File: config.mk
export PLATFORM = sky130hd
export DESIGN_NAME = add_result_buffer
export DESIGN_NICKNAME = d
export VERILOG_FILES = /design/src/rtl/add_result_buffer.sv
export SDC_FILE = /design/constraint.sdc
export NUM_CORES = 1
export LEC_CHECK = 0
export BUFFER_PORTS_ARGS = -buffer_cell sky130_fd_sc_hd__buf_2
export CORE_MARGIN = 5
export CORE_UTILIZATION = 55
export CTS_BUF_LIST = sky130_fd_sc_hd__clkbuf_8 sky130_fd_sc_hd__clkbuf_16
export DETAILED_ROUTE_END_ITERATION = 6
export PLACE_DENSITY_LB_ADDON = 0.05
export REMOVE_ABC_BUFFERS = 1
export SLEW_MARGIN = 15
export SYNTH_ARGS = -nofsm -noshare
export SYNTH_HDL_FRONTEND = slang
export SYNTH_SLANG_ARGS = --single-unit
File: constraint.sdc
create_clock -name clk -period 5.5 [get_ports clk]
set_input_delay 0.275 -clock clk [delete_from_list [all_inputs] [get_ports clk]]
set_output_delay 0.275 -clock clk [all_outputs]
set_load 0.05 [all_outputs]
File: src/rtl/add_result_buffer.sv
// rtl/add_result_buffer.sv - FWFT result FIFO behind the 16-bit CLA adder with per-entry flags and sticky overflow
// Optional ADD_RESULT_STATS_EN adds a saturating 16-bit overflow event counter (ovf_count).
module add_result_buffer #(
  parameter int WIDTH = 16,
  parameter int DEPTH = 4
) (
  input  logic                     clk,
  input  logic                     rst_n,
  input  logic                     in_valid,
  output logic                     in_ready,
  input  logic [WIDTH-1:0]         in_sum,
  input  logic                     in_overflow,
  output logic                     out_valid,
  input  logic                     out_ready,
  output logic [WIDTH-1:0]         out_sum,
  output logic                     out_overflow,
  output logic                     out_zero,
  output logic                     out_neg,
  output logic [$clog2(DEPTH):0]   count,
  output logic                     sticky_ovf,
  input  logic                     clr_sticky
`ifdef ADD_RESULT_STATS_EN
  ,
  output logic [15:0]              ovf_count
`endif
);

  localparam int AW = $clog2(DEPTH);
  localparam int CW = AW + 1;
  localparam int EW = WIDTH + 3;

  // Entry layout: {overflow, zero, neg, sum}; flags are derived once at push time.
  logic [EW-1:0] mem [DEPTH];
  logic [AW-1:0] wr_ptr;
  logic [AW-1:0] rd_ptr;
  logic [EW-1:0] head;
  logic          push;
  logic          pop;

  assign in_ready  = (count != CW'(DEPTH));
  assign out_valid = (count != '0);
  assign push      = in_valid & in_ready;
  assign pop       = out_valid & out_ready;

  always_ff @(posedge clk) begin
    if (push) begin
      mem[wr_ptr] <= {in_overflow, ~|in_sum, in_sum[WIDTH-1], in_sum};
    end
  end

  // DEPTH is a power of two, so pointer wrap is plain modular increment.
  always_ff @(posedge clk) begin
    if (!rst_n) begin
      wr_ptr <= '0;
      rd_ptr <= '0;
      count  <= '0;
    end else begin
      if (push) begin
        wr_ptr <= wr_ptr + 1'b1;
      end
      if (pop) begin
        rd_ptr <= rd_ptr + 1'b1;
      end
      case ({push, pop})
        2'b10:   count <= count + 1'b1;
        2'b01:   count <= count - 1'b1;
        default: count <= count;
      endcase
    end
  end

  assign head = mem[rd_ptr];

  always_comb begin
    out_sum      = '0;
    out_overflow = 1'b0;
    out_zero     = 1'b0;
    out_neg      = 1'b0;
    if (out_valid) begin
      out_sum      = head[WIDTH-1:0];
      out_neg      = head[WIDTH];
      out_zero     = head[WIDTH+1];
      out_overflow = head[WIDTH+2];
    end
  end

  // A new overflow in the same cycle as a clear must survive the clear.
  always_ff @(posedge clk) begin
    if (!rst_n) begin
      sticky_ovf <= 1'b0;
    end else if (push && in_overflow) begin
      sticky_ovf <= 1'b1;
    end else if (clr_sticky) begin
      sticky_ovf <= 1'b0;
    end
  end

`ifdef ADD_RESULT_STATS_EN
  always_ff @(posedge clk) begin
    if (!rst_n) begin
      ovf_count <= '0;
    end else if (push && in_overflow) begin
      if (clr_sticky) begin
        ovf_count <= 16'd1;
      end else if (ovf_count != 16'hFFFF) begin
        ovf_count <= ovf_count + 16'd1;
      end
    end else if (clr_sticky) begin
      ovf_count <= '0;
    end
  end
`endif

endmodule

# Word-level counts from Yosys, hierarchy flattened
# Memories as Yosys holds them, arrays and structs flattened. A register that Yosys moved wholly into a read port is not among the register bits.
# Index checks and enable logic that the tools add are counted.
# totals
register_bits	8
mem_bits_rw	76
input_bits	22
out_inout_bits	25
wordCells	31
n_memories	1
# memory_table
name	words	word_bits	read_ports	rd_ports_with_merged_regs	write_ports	line	text
mem	4	19	1	1	1	33	logic [EW-1:0] mem [DEPTH];
# classes
addsub	4
n_eq_ne	3
n_mux	11
n_bitwise	2
n_reduce_logical	6
# ops
cell	count
two-way mux 16 bit	1
OR reduction 16 bit	1
two-way mux 1 bit	7
case mux 3 bit (2 select lines)	1
adder 2 x 1 -> 2 bit, second input constant	2
two-way mux 2 bit	2
nonzero test 2 bit	2
adder 3 x 1 -> 3 bit, second input constant	1
!= test 3 bit, second input constant	1
nonzero test 3 bit	1
subtractor 3 x 1 -> 3 bit, second input constant	1
AND 1 bit	2
== test 2 x 1 -> 1 bit, second input constant	1
== test 2 bit, second input constant	1
logical AND 1 bit	1
logical NOT 1 bit	1

# Logic depth before layout (Yosys ltp)
# Gate-level depths: netlist of run 1.
# logic_depth
depth_word	4
mapped_depth	9
ltp_nobuf	9

# Worst setup path before layout of run 1
# OpenSTA, ideal clock, no wires.
# synth_timing
kind	register to register
from	register count[2]
to	register count[2]
setup_ns	0.076
t_arrival_ns	2.804
t_required_ns	5.424
slack_ns	2.621
stages_incl_launch_ff	10
path_buffers	0
period_less_slack_ns	2.879
path_cell_list	dfxtp_1 or3b_1 and2_4 inv_1 ha_1 inv_1 fa_1 xor2_1 or3_1 a21boi_0
# synth_between
elab_chain_cells	4
word_cells_on_any_way	10
classes_between	2 x add/sub; 3 x eq/ne; 1 x mux; 2 x bitwise; 2 x reduce/logical
# synth_rtl
item	line	text
start, declared	19	output logic [$clog2(DEPTH):0] count,
start signal, assigned	65	2'b10: count <= count + 1'b1;
start signal, assigned	66	2'b01: count <= count - 1'b1;
start signal, assigned	67	default: count <= count;
!= test 3 bit (*)	40	assign in_ready = (count != CW'(DEPTH));
via in_ready	10	output logic in_ready,
AND 1 bit (*)	42	assign push = in_valid & in_ready;
== test 2 x 1 -> 1 bit / == test 2 bit (equally long branches)	64	case ({push, pop})
case mux 3 bit (2 select lines) / nonzero test 2 bit (equally long branches)	--	
# Mark *: on every way through the listed nets, which the timed path passes. The rest lies on a longest branch.
# A chain may end at the register's enable or synchronous reset.

# Final worst setup path of run 1
# layout_timing
from	register count[2]
to	register count[2]
# layout_between
elab_chain_cells	4
word_cells_on_any_way	10
classes_between	2 x add/sub; 3 x eq/ne; 1 x mux; 2 x bitwise; 2 x reduce/logical
# layout_rtl
item	line
!= test 3 bit / nonzero test 3 bit (equally long branches)	40, 41
AND 1 bit (on tied branches)	42, 43
== test 2 x 1 -> 1 bit / == test 2 bit (equally long branches)	64
case mux 3 bit (2 select lines) / nonzero test 2 bit (equally long branches)	--
# Several ways; a longest one is shown, not always the timed one.

==> results.cfg, run 1 <==
[critical_path]
cp-start-kind = flop
cp_max_fo = 6
crit_type = flop to flop
crit_arrival_ps = 2740
cp.required_ps = 5760
end_kind = flop

[cts]
cts_buffer_depth = 2
cts_tree = built
post_cts_buffers = 0
worstSkewPairLatency_ps = 340
postCtsResizedCells = 0
path_clk_slew_ps = 80
cts.sinks = 82
cts_buffers = 9
postCtsHoldBufs = 0
cts_root_buf = clkbuf_8
htreeDepth = 3

[hold_path]
hp-class = input port to flop

[logic_synthesis]
syn-mean-instance-area_um2 = 18.5
synth-edff-count = 72
async_reset_ff_share_pct = 0
synthTopCellsByArea = edfxtp_1 (66%), mux4_2 (12%), dfxtp_1 (6.1%), nor2b_1 (3.6%), ha_1 (1.9%)
yosys_warnings = 0
ys_seq_area_share_pct = 71.9
yosysMostFrequentCell = edfxtp_1
yosys.area.top_type = edfxtp_1
syn_inst = 178
netlist_top_cells_count = edfxtp_1 (72), nor2b_1 (19), mux4_2 (18)
synth_cell_type_count = 29
synth_top_area_share_pct = 65.8
ys.flop_type = edfxtp_1
ys_seq_elements = 82
syn_area_um2 = 3290

[sta]
relSlewSlack_pct = 37.9
worst_pin_slew_ps = 931
tns_ps = 0
fin_skew_ps = 8.84
rsz0062_at_grt = false
min_period_ps = 2480
hold_viol = 0
setup_viol = 0
slew_violations = 0
holdWs_ps = 159
max_freq_mhz = 403
final.period_utilization_pct = 45.1

[detailed_routing]
routedWlPerCell_um = 18.9
routed.top_layer = met4
drtIter0Drc = 81
wl_met1_um = 2440
met2_length_um = 3090
wl_met3_um = 226
wirelength_um = 5850
vias = 1700
antenna_left = 0
route.detailed.drc = 0
routed_via_density = 5.50
firstDrtPassIters = 4

[die]
dieArea_um2 = 7620
start_util_pct = 56.2
num_rows = 28
boundaryPins = 47
die_x_um = 87.3
die_h_um = 87.3
core_region_area_um2 = 5850

[cells_and_area]
drive_above_1_share_pct = 35.9
fin_nets = 257
area_delta_synth_final_pct = 15.1
diodes = 0
fillCellCount = 436

[placement]
dpl.hpwl_um = 3830
io_buffers = 46
place_congestion = 0.696

[flow_run]
cap_violations = 0

[global_route]
grtUsageTotal_pct = 17.2
grt_pass1_vias = 1807
grt_overflow_total = 0
antenna_found_initial = 0
grt_pass1_wl_um = 9440
grt_max_degree = 24

[outcome]
outcome = finished clean

[power]
p_leak_nw = 1.35
powerDensity_nw_per_um2 = 518
ir_drop_v = 0.000303
## area by class of cell
class	count	area [µm²]	share of cell area [%]
clock buffers	11	151	4.00
clock inverters	5	52.6	1.39
inverters	7	26.3	0.695
multi-input cells	81	850	22.5
flip-flops and latches	82	2360	62.5
well taps	75	93.8	2.48
repair buffers	48	245	6.49
## flip-flops by register name (all words and copies together), names as in the netlist, named ones only
| register | flops |
|---|---|
| sticky_ovf | 1 |
| mem | 72 |
| wr_ptr | 2 |
| rd_ptr | 2 |
| count | 3 |
## worst max-delay path, stage by stage, from the launching register on
cell and delay, ps:
dfxtp_1 400, or3b_1 450, and2_4 210, inv_1 70
ha_1 170, inv_1 60, fa_1 370, xor2_1 160
or3_1 310, a21boi_0 200
## routing by layer
layer  GRT usage (%)  vias up
met5               0        -
met4            6.28        0
met3            4.73        8
met2            28.6       40
met1            21.5      859
li1                -      793
## worst paths after layout
path,start,to,slack (ps),depth (start not counted)
worst max-delay path,count[2],count[2],3020,9
worst min-delay path,in_sum[1],mem[0][1],160,1
worst max register to register,count[2],count[2],3020,9
worst min register to register,sticky_ovf,sticky_ovf,500,2
## cells in the final DEF (no fill, tap or decap), drive strengths merged
| master | netlist | layout |
|---|---|---|
| nor2b | 19 | 19 |
| xnor2 | 1 | 1 |
| mux2i | 2 | 2 |
| clkinvlp | 0 | 1 |
| ha | 5 | 5 |
| or3b | 1 | 1 |
| clkbuf | 3 | 11 |
| fa | 1 | 1 |
| nor4 | 4 | 4 |
| inv | 7 | 7 |
| a21boi | 2 | 2 |
| o21ai | 6 | 6 |
| xor2 | 1 | 1 |
| nor3 | 1 | 1 |
| mux4 | 18 | 18 |
| buf | 5 | 48 |
| bufinv | 0 | 1 |
| dfxtp | 10 | 10 |
| edfxtp | 72 | 72 |
| or4bb | 1 | 1 |
| and4 | 1 | 1 |
| nand3b | 1 | 1 |
| and2 | 3 | 3 |
| and3 | 4 | 4 |
| or3 | 2 | 2 |
| clkinv | 0 | 3 |
| nand2 | 8 | 8 |
## cell families after synthesis
family	Yosys count	share of synthesized area, %
flip-flops	82	71.9
AND/OR/NAND/NOR	45	8.34
multiplexers	20	12.9
AO/OA/AOI/OAI	8	1.37
buffers and inverters	15	2.40
XOR/XNOR	2	0.533
adder cells (fa/ha/maj)	6	2.51
## through the flow
step           cells  utilization, %  cell area (µm²)  power, mW  setup slack [ps]
5_1_grt          309            64.6             3780       2.05              2810
6_report         309            64.6             3780       1.96              3020
3_5_place_dp     293            61.1             3580       1.55              2990
4_1_cts          309            64.6             3780       1.98              2980
3_3_place_gp     293            61.1             3580       1.53              3200
2_1_floorplan    170               -             3230       1.35              2520
## report_power, final
group | leakage [nW] | internal [mW] | switching, mW
Clock | 0.105 | 0.232 | 0.204
Combinational | 0.501 | 0.225 | 0.510
Sequential | 0.747 | 0.752 | 0.0339
Total | 1.35 | 1.21 | 0.748
Power figures use the tool's default switching activity.
==> run 2, diff against run 1 <==
==> constraint.sdc (replaced) <==
create_clock -name clk -period 2.3 [get_ports clk]
set_input_delay 0.115 -clock clk [delete_from_list [all_inputs] [get_ports clk]]
set_output_delay 0.115 -clock clk [all_outputs]
set_load 0.05 [all_outputs]
==> run 2 against run 1 <==
  * Routed wire length up 3.8%
  * Sequential power is 140% higher
  * Count of clock-buffer cells in the layout fell by 2
  * Critical path type unchanged
  * Critical endpoint unchanged
  * Largest cell class unchanged
  * Largest power group is now combinational cells
  * Highest routed layer unchanged
==> results.cfg, run 2 (synthesis gave the netlist of run 1 again) <==
[die]
die_x_um = 87.3
dieArea_um2 = 7620
num_rows = 28
boundaryPins = 47
core_region_area_um2 = 5850
start_util_pct = 56.2
die_h_um = 87.3

[power]
p_int_mw = 3.21
pwr-share-comb_pct = 37.2
powerDensity_nw_per_um2 = 1250
ir_drop_v = 0.000766
p_total_mw = 5.01
swShare_pct = 35.9
clkPwrFrac_pct = 25.9
p_sw_mw = 1.80
p_leak_nw = 1.45
power_frac_seq_pct = 36.9

[critical_path]
ff2ff_path_depth = 9
cp_max_fo = 3
rr_endpoint = count[2]
max_stage_delay_ps = 390
critPathTopFamily = simple AND/OR/NAND/NOR gates
end_kind = flop
crit_arrival_ps = 2480
path_buf_inv = 2
cp-start-kind = flop
path_common_cell = inv_1
cp.required_ps = 2580
cp_cell_sequence = or3b_1, and2_4, inv_1, ha_2, inv_1, fa_2, xor2_1, or3_1, a21boi_1
crit_type = flop to flop
r2r-start = count[0]
r2r_setup_slack_ps = 100
crit_path_top_delay_cell = or3b_1

[global_route]
grtUsageTotal_pct = 17.6
antenna_found_initial = 0
grt_pass1_wl_um = 9670
grt_overflow_total = 0
grt_max_degree = 23
grt_pass1_vias = 1967

[cells_and_area]
top_regs = mem (72), count (3)
final_cells = 327
area_delta_synth_final_pct = 21.8
drive_above_1_share_pct = 35.3
postLayoutCoreUtil_pct = 68.4
fin_nets = 275
final_common_cell = edfxtp_1
largest_register = mem
final_cell_mix = edfxtp_1 (72), buf_2 (46), nor2b_1 (19), mux4_2 (18), dlygate4sd3_1 (12)
largest_register_ffs = 72
diodes = 0

[sta]
relSlewSlack_pct = 36.7
holdWs_ps = 15.3
max_freq_mhz = 454
tns_ps = 0
slew_violations = 0
hold_viol = 0
fin_skew_ps = 5.30
final.period_utilization_pct = 95.9
worst_pin_slew_ps = 950
setup_viol = 0
min_period_ps = 2200

[detailed_routing]
firstDrtPassIters = 4
route.detailed.drc = 0
drtIter0Drc = 94
vias = 1745
antenna_left = 0
routedWlPerCell_um = 18.6
wirelength_um = 6070
routed_via_density = 5.34

[cts]
cts_root_buf = clkbuf_8
worstSkewPairLatency_ps = 340
cts_buffers = 9
cts_tree = built
post_cts_buffers = 0
htreeDepth = 3
cts.sinks = 82
path_clk_slew_ps = 80
cts_buffer_depth = 2

[hold_path]
hp-class = input port to flop
worst_hold_path.endpoint = mem[2][2]
hold-path-cell-count = 1
hold_start = in_sum[2]

[placement]
io_buffers = 46
place_congestion = 0.698
dpl.cell_count = 299
dpl.hpwl_um = 3830

[flow_run]
cap_violations = 0

[outcome]
outcome = finished clean
run 2: worst reg2reg max path, stage by stage, from the launching register on:
cell	delay (ps)
dfxtp_1	320
or3b_1	390
and2_4	180
inv_1	80
ha_2	200
inv_1	60
fa_2	330
xor2_1	150
or3_1	310
a21boi_1	120
run 2: area by class of cell:
class / instances / area, µm²
repair buffers: 66 / 410
fillers: 397 / 1850
clock inverters: 7 / 131
multi-input cells: 81 / 855
well taps: 75 / 93.8
clock buffers: 9 / 124
inverters: 7 / 26.3
flip-flops and latches: 82 / 2360
run 2: metrics by stage:
| step | cell area [µm²] | setup WS, ps |
|---|---|---|
| global route | 4000 | -9.69 |
| finish | 4000 | 95.2 |
| detailed placement | 3620 | 55.9 |
| global placement | 3620 | 120 |
| floorplan | 3230 | -682 |
| CTS | 4000 | 28.3 |
run 2: power groups by stage:
| stage | sequential (mW) | combinational [mW] | clock, mW |
|---|---|---|---|
| global route | 1.86 | 1.99 | 1.39 |
| global placement | 1.87 | 1.83 | 0 |
| CTS | 1.85 | 1.89 | 1.32 |
| finish | 1.85 | 1.86 | 1.30 |
| detailed placement | 1.88 | 1.86 | 0 |
| floorplan | 2.00 | 1.24 | 0 |
run 2: how the worst max path moves through the flow:
stage | startpoint | end | slack [ps] | depth (start not counted)
global placement | count[0] | count[2] | 120 | 9
detailed placement | count[0] | count[2] | 60 | 9
finish | count[0] | count[2] | 100 | 9
global route | count[0] | count[2] | -10 | 9
floorplan | count[0] | count[2] | -680 | 8
CTS | count[0] | count[2] | 30 | 9
run 2: routing by layer:
metal | wire length, µm | track usage [%] | up-vias
met5 | 0 | 0 | -
met4 | 123 | 7.39 | 0
met3 | 258 | 4.16 | 11
met2 | 3190 | 29.9 | 36
met1 | 2500 | 21.5 | 873
li1 | - | - | 825
run 2: what timing repair did:
| item | in CTS | in global routing |
|---|---|---|
| hold buffers | 12 | 0 |
| endpoints found under the hold margin | 38 | 0 |
| resized for setup | 0 | 3 |
| endpoints found under the setup margin | 0 | 1 |
==> run 3, diff against run 2 <==
--- a/config.mk
+++ b/config.mk
@@ -7,7 +7,7 @@
 export LEC_CHECK = 0
 export BUFFER_PORTS_ARGS = -buffer_cell sky130_fd_sc_hd__buf_2
 export CORE_MARGIN = 5
-export CORE_UTILIZATION = 55
+export CORE_UTILIZATION = 35
 export CTS_BUF_LIST = sky130_fd_sc_hd__clkbuf_8 sky130_fd_sc_hd__clkbuf_16
 export DETAILED_ROUTE_END_ITERATION = 6
 export PLACE_DENSITY_LB_ADDON = 0.05
==> constraint.sdc (replaced) <==
create_clock -name clk -period 2.3 [get_ports clk]
set_input_delay 0.46 -clock clk [delete_from_list [all_inputs] [get_ports clk]]
set_output_delay 0.46 -clock clk [all_outputs]
set_load 0.05 [all_outputs]
==> run 3 against run 2 <==
  * Count of clock-buffer cells in the layout is the same
  * Sequential cell count did not move
  * Worst setup slack worse by 14 ps
  * First-iteration DRC count fell by 35%
  * Clock power down 27%
  * Sequential share of layout area is 1.2 points higher
  * Via count is 2.4% higher
  * Critical endpoint is now out_sum[3]
==> results.cfg, run 3 (synthesis gave the netlist of run 1 again) <==
[detailed_routing]
wirelength_um = 6670
routed_via_density = 5.08
route.detailed.drc = 0
firstDrtPassIters = 4
routedWlPerCell_um = 18.9
drtIter0Drc = 61
vias = 1787
antenna_left = 0

[die]
die_x_um = 107
dieArea_um2 = 11400
boundaryPins = 47
num_rows = 35
start_util_pct = 35.7
die_h_um = 107
core_region_area_um2 = 9200

[sta]
hold_viol = 0
tns_ps = 0
setup_viol = 0
fin_skew_ps = 7.66
holdWs_ps = 349
max_freq_mhz = 451
slew_violations = 0
rsz0062_at_grt = true
setup_ws_ps = 81.4
relSlewSlack_pct = 29.6
min_period_ps = 2220
final.period_utilization_pct = 96.5
worst_pin_slew_ps = 1060

[critical_path]
ff2ff_path_depth = 9
max_stage_delay_ps = 490
r2r-start = count[0]
crit_path_top_delay_cell = mux4_2
cp_max_fo = 9
crit_arrival_ps = 1760
cp.required_ps = 1840
crit_type = flop to output pin
cp-start-kind = flop
end_kind = output pin
cp_cell_sequence = clkbuf_16, mux4_2, nor2b_1, buf_2

[power]
powerDensity_nw_per_um2 = 1220
p_total_mw = 4.79
p_leak_nw = 1.40
ir_drop_v = 0.000645

[placement]
io_buffers = 46
placed_area_um2 = 3680
preCtsSetupSlack_ps = -68.9
place_congestion = 0.886
dpl.hpwl_um = 4110
dpl.cell_count = 335

[cells_and_area]
top_regs = mem (72), count (3)
fillCellCount = 839
final_common_cell = edfxtp_1
area_delta_synth_final_pct = 19.6
diodes = 0
largest_register_ffs = 72
largest_register = mem
postLayoutCoreUtil_pct = 42.7
final_cells = 352
final_cell_mix = edfxtp_1 (72), buf_2 (42), nor2b_1 (19), mux4_2 (18), buf_4 (13)
fin_nets = 266
drive_above_1_share_pct = 40.2
final_area_um2 = 3930

[hold_path]
hold-path-cell-count = 1
hold_start = in_sum[9]
hp-class = input port to flop

[global_route]
grt_pass1_wl_um = 10300
grt_max_degree = 23
grt_overflow_total = 0
grtUsageTotal_pct = 12.3
grt_pass1_vias = 1922
antenna_found_initial = 0

[cts]
cts.sinks = 82
cts_buffer_depth = 2
cts_root_buf = clkbuf_8
path_clk_slew_ps = 80
worstSkewPairLatency_ps = 340
cts_buffers = 9
cts_tree = built
htreeDepth = 3

[outcome]
outcome = finished clean

[flow_run]
cap_violations = 0
==> run 3: timing repair <==
| action | in CTS | in global routing |
|---|---|---|
| buffers inserted | 0 | 2 |
| pin swaps | 1 | 3 |
| gates resized for setup | 4 | 13 |
| endpoints found under the hold margin | 0 | 0 |
| hold buffers | 0 | 0 |
| setup endpoints to repair | 3 | 20 |
| gates cloned | 0 | 1 |
==> run 3: power by group <==
group | switching [mW] | internal (mW)
combinational | 1.30 | 0.669
clock | 0.476 | 0.479
sequential | 0.0579 | 1.80
total | 1.84 | 2.95
==> run 3: worst paths after layout <==
path                                    to  slack, ps
worst min register to register   wr_ptr[1]        500
worst max register to register    count[2]         90
worst max-delay path            out_sum[3]         80
worst min-delay path             mem[2][9]        350
==> run 3: worst max-delay path: cells and delay by family, from the launching register on <==
| family | cells | cell delay [ps] |
|---|---|---|
| buf+inv | 2 | 410 |
| flops | 1 | 380 |
| mux | 1 | 490 |
| simple gates | 1 | 140 |
==> run 3: final cells by class <==
type	count	area, µm²	area share [%]
sequential	82	2370	60.2
tap	111	139	3.54
clock inverter	5	47.5	1.21
clock buffer	9	124	3.15
multi-input combinational	81	871	22.2
timing repair buffer	57	353	8.98
inverter	7	28.8	0.732
==> run 3: layer usage <==
metal | wire length, µm | global-route usage (%)
met1 | 2900 | 15.7
met2 | 3410 | 19.8
met3 | 300 | 4.03
met4 | 55 | 3.84
met5 | 0 | 0
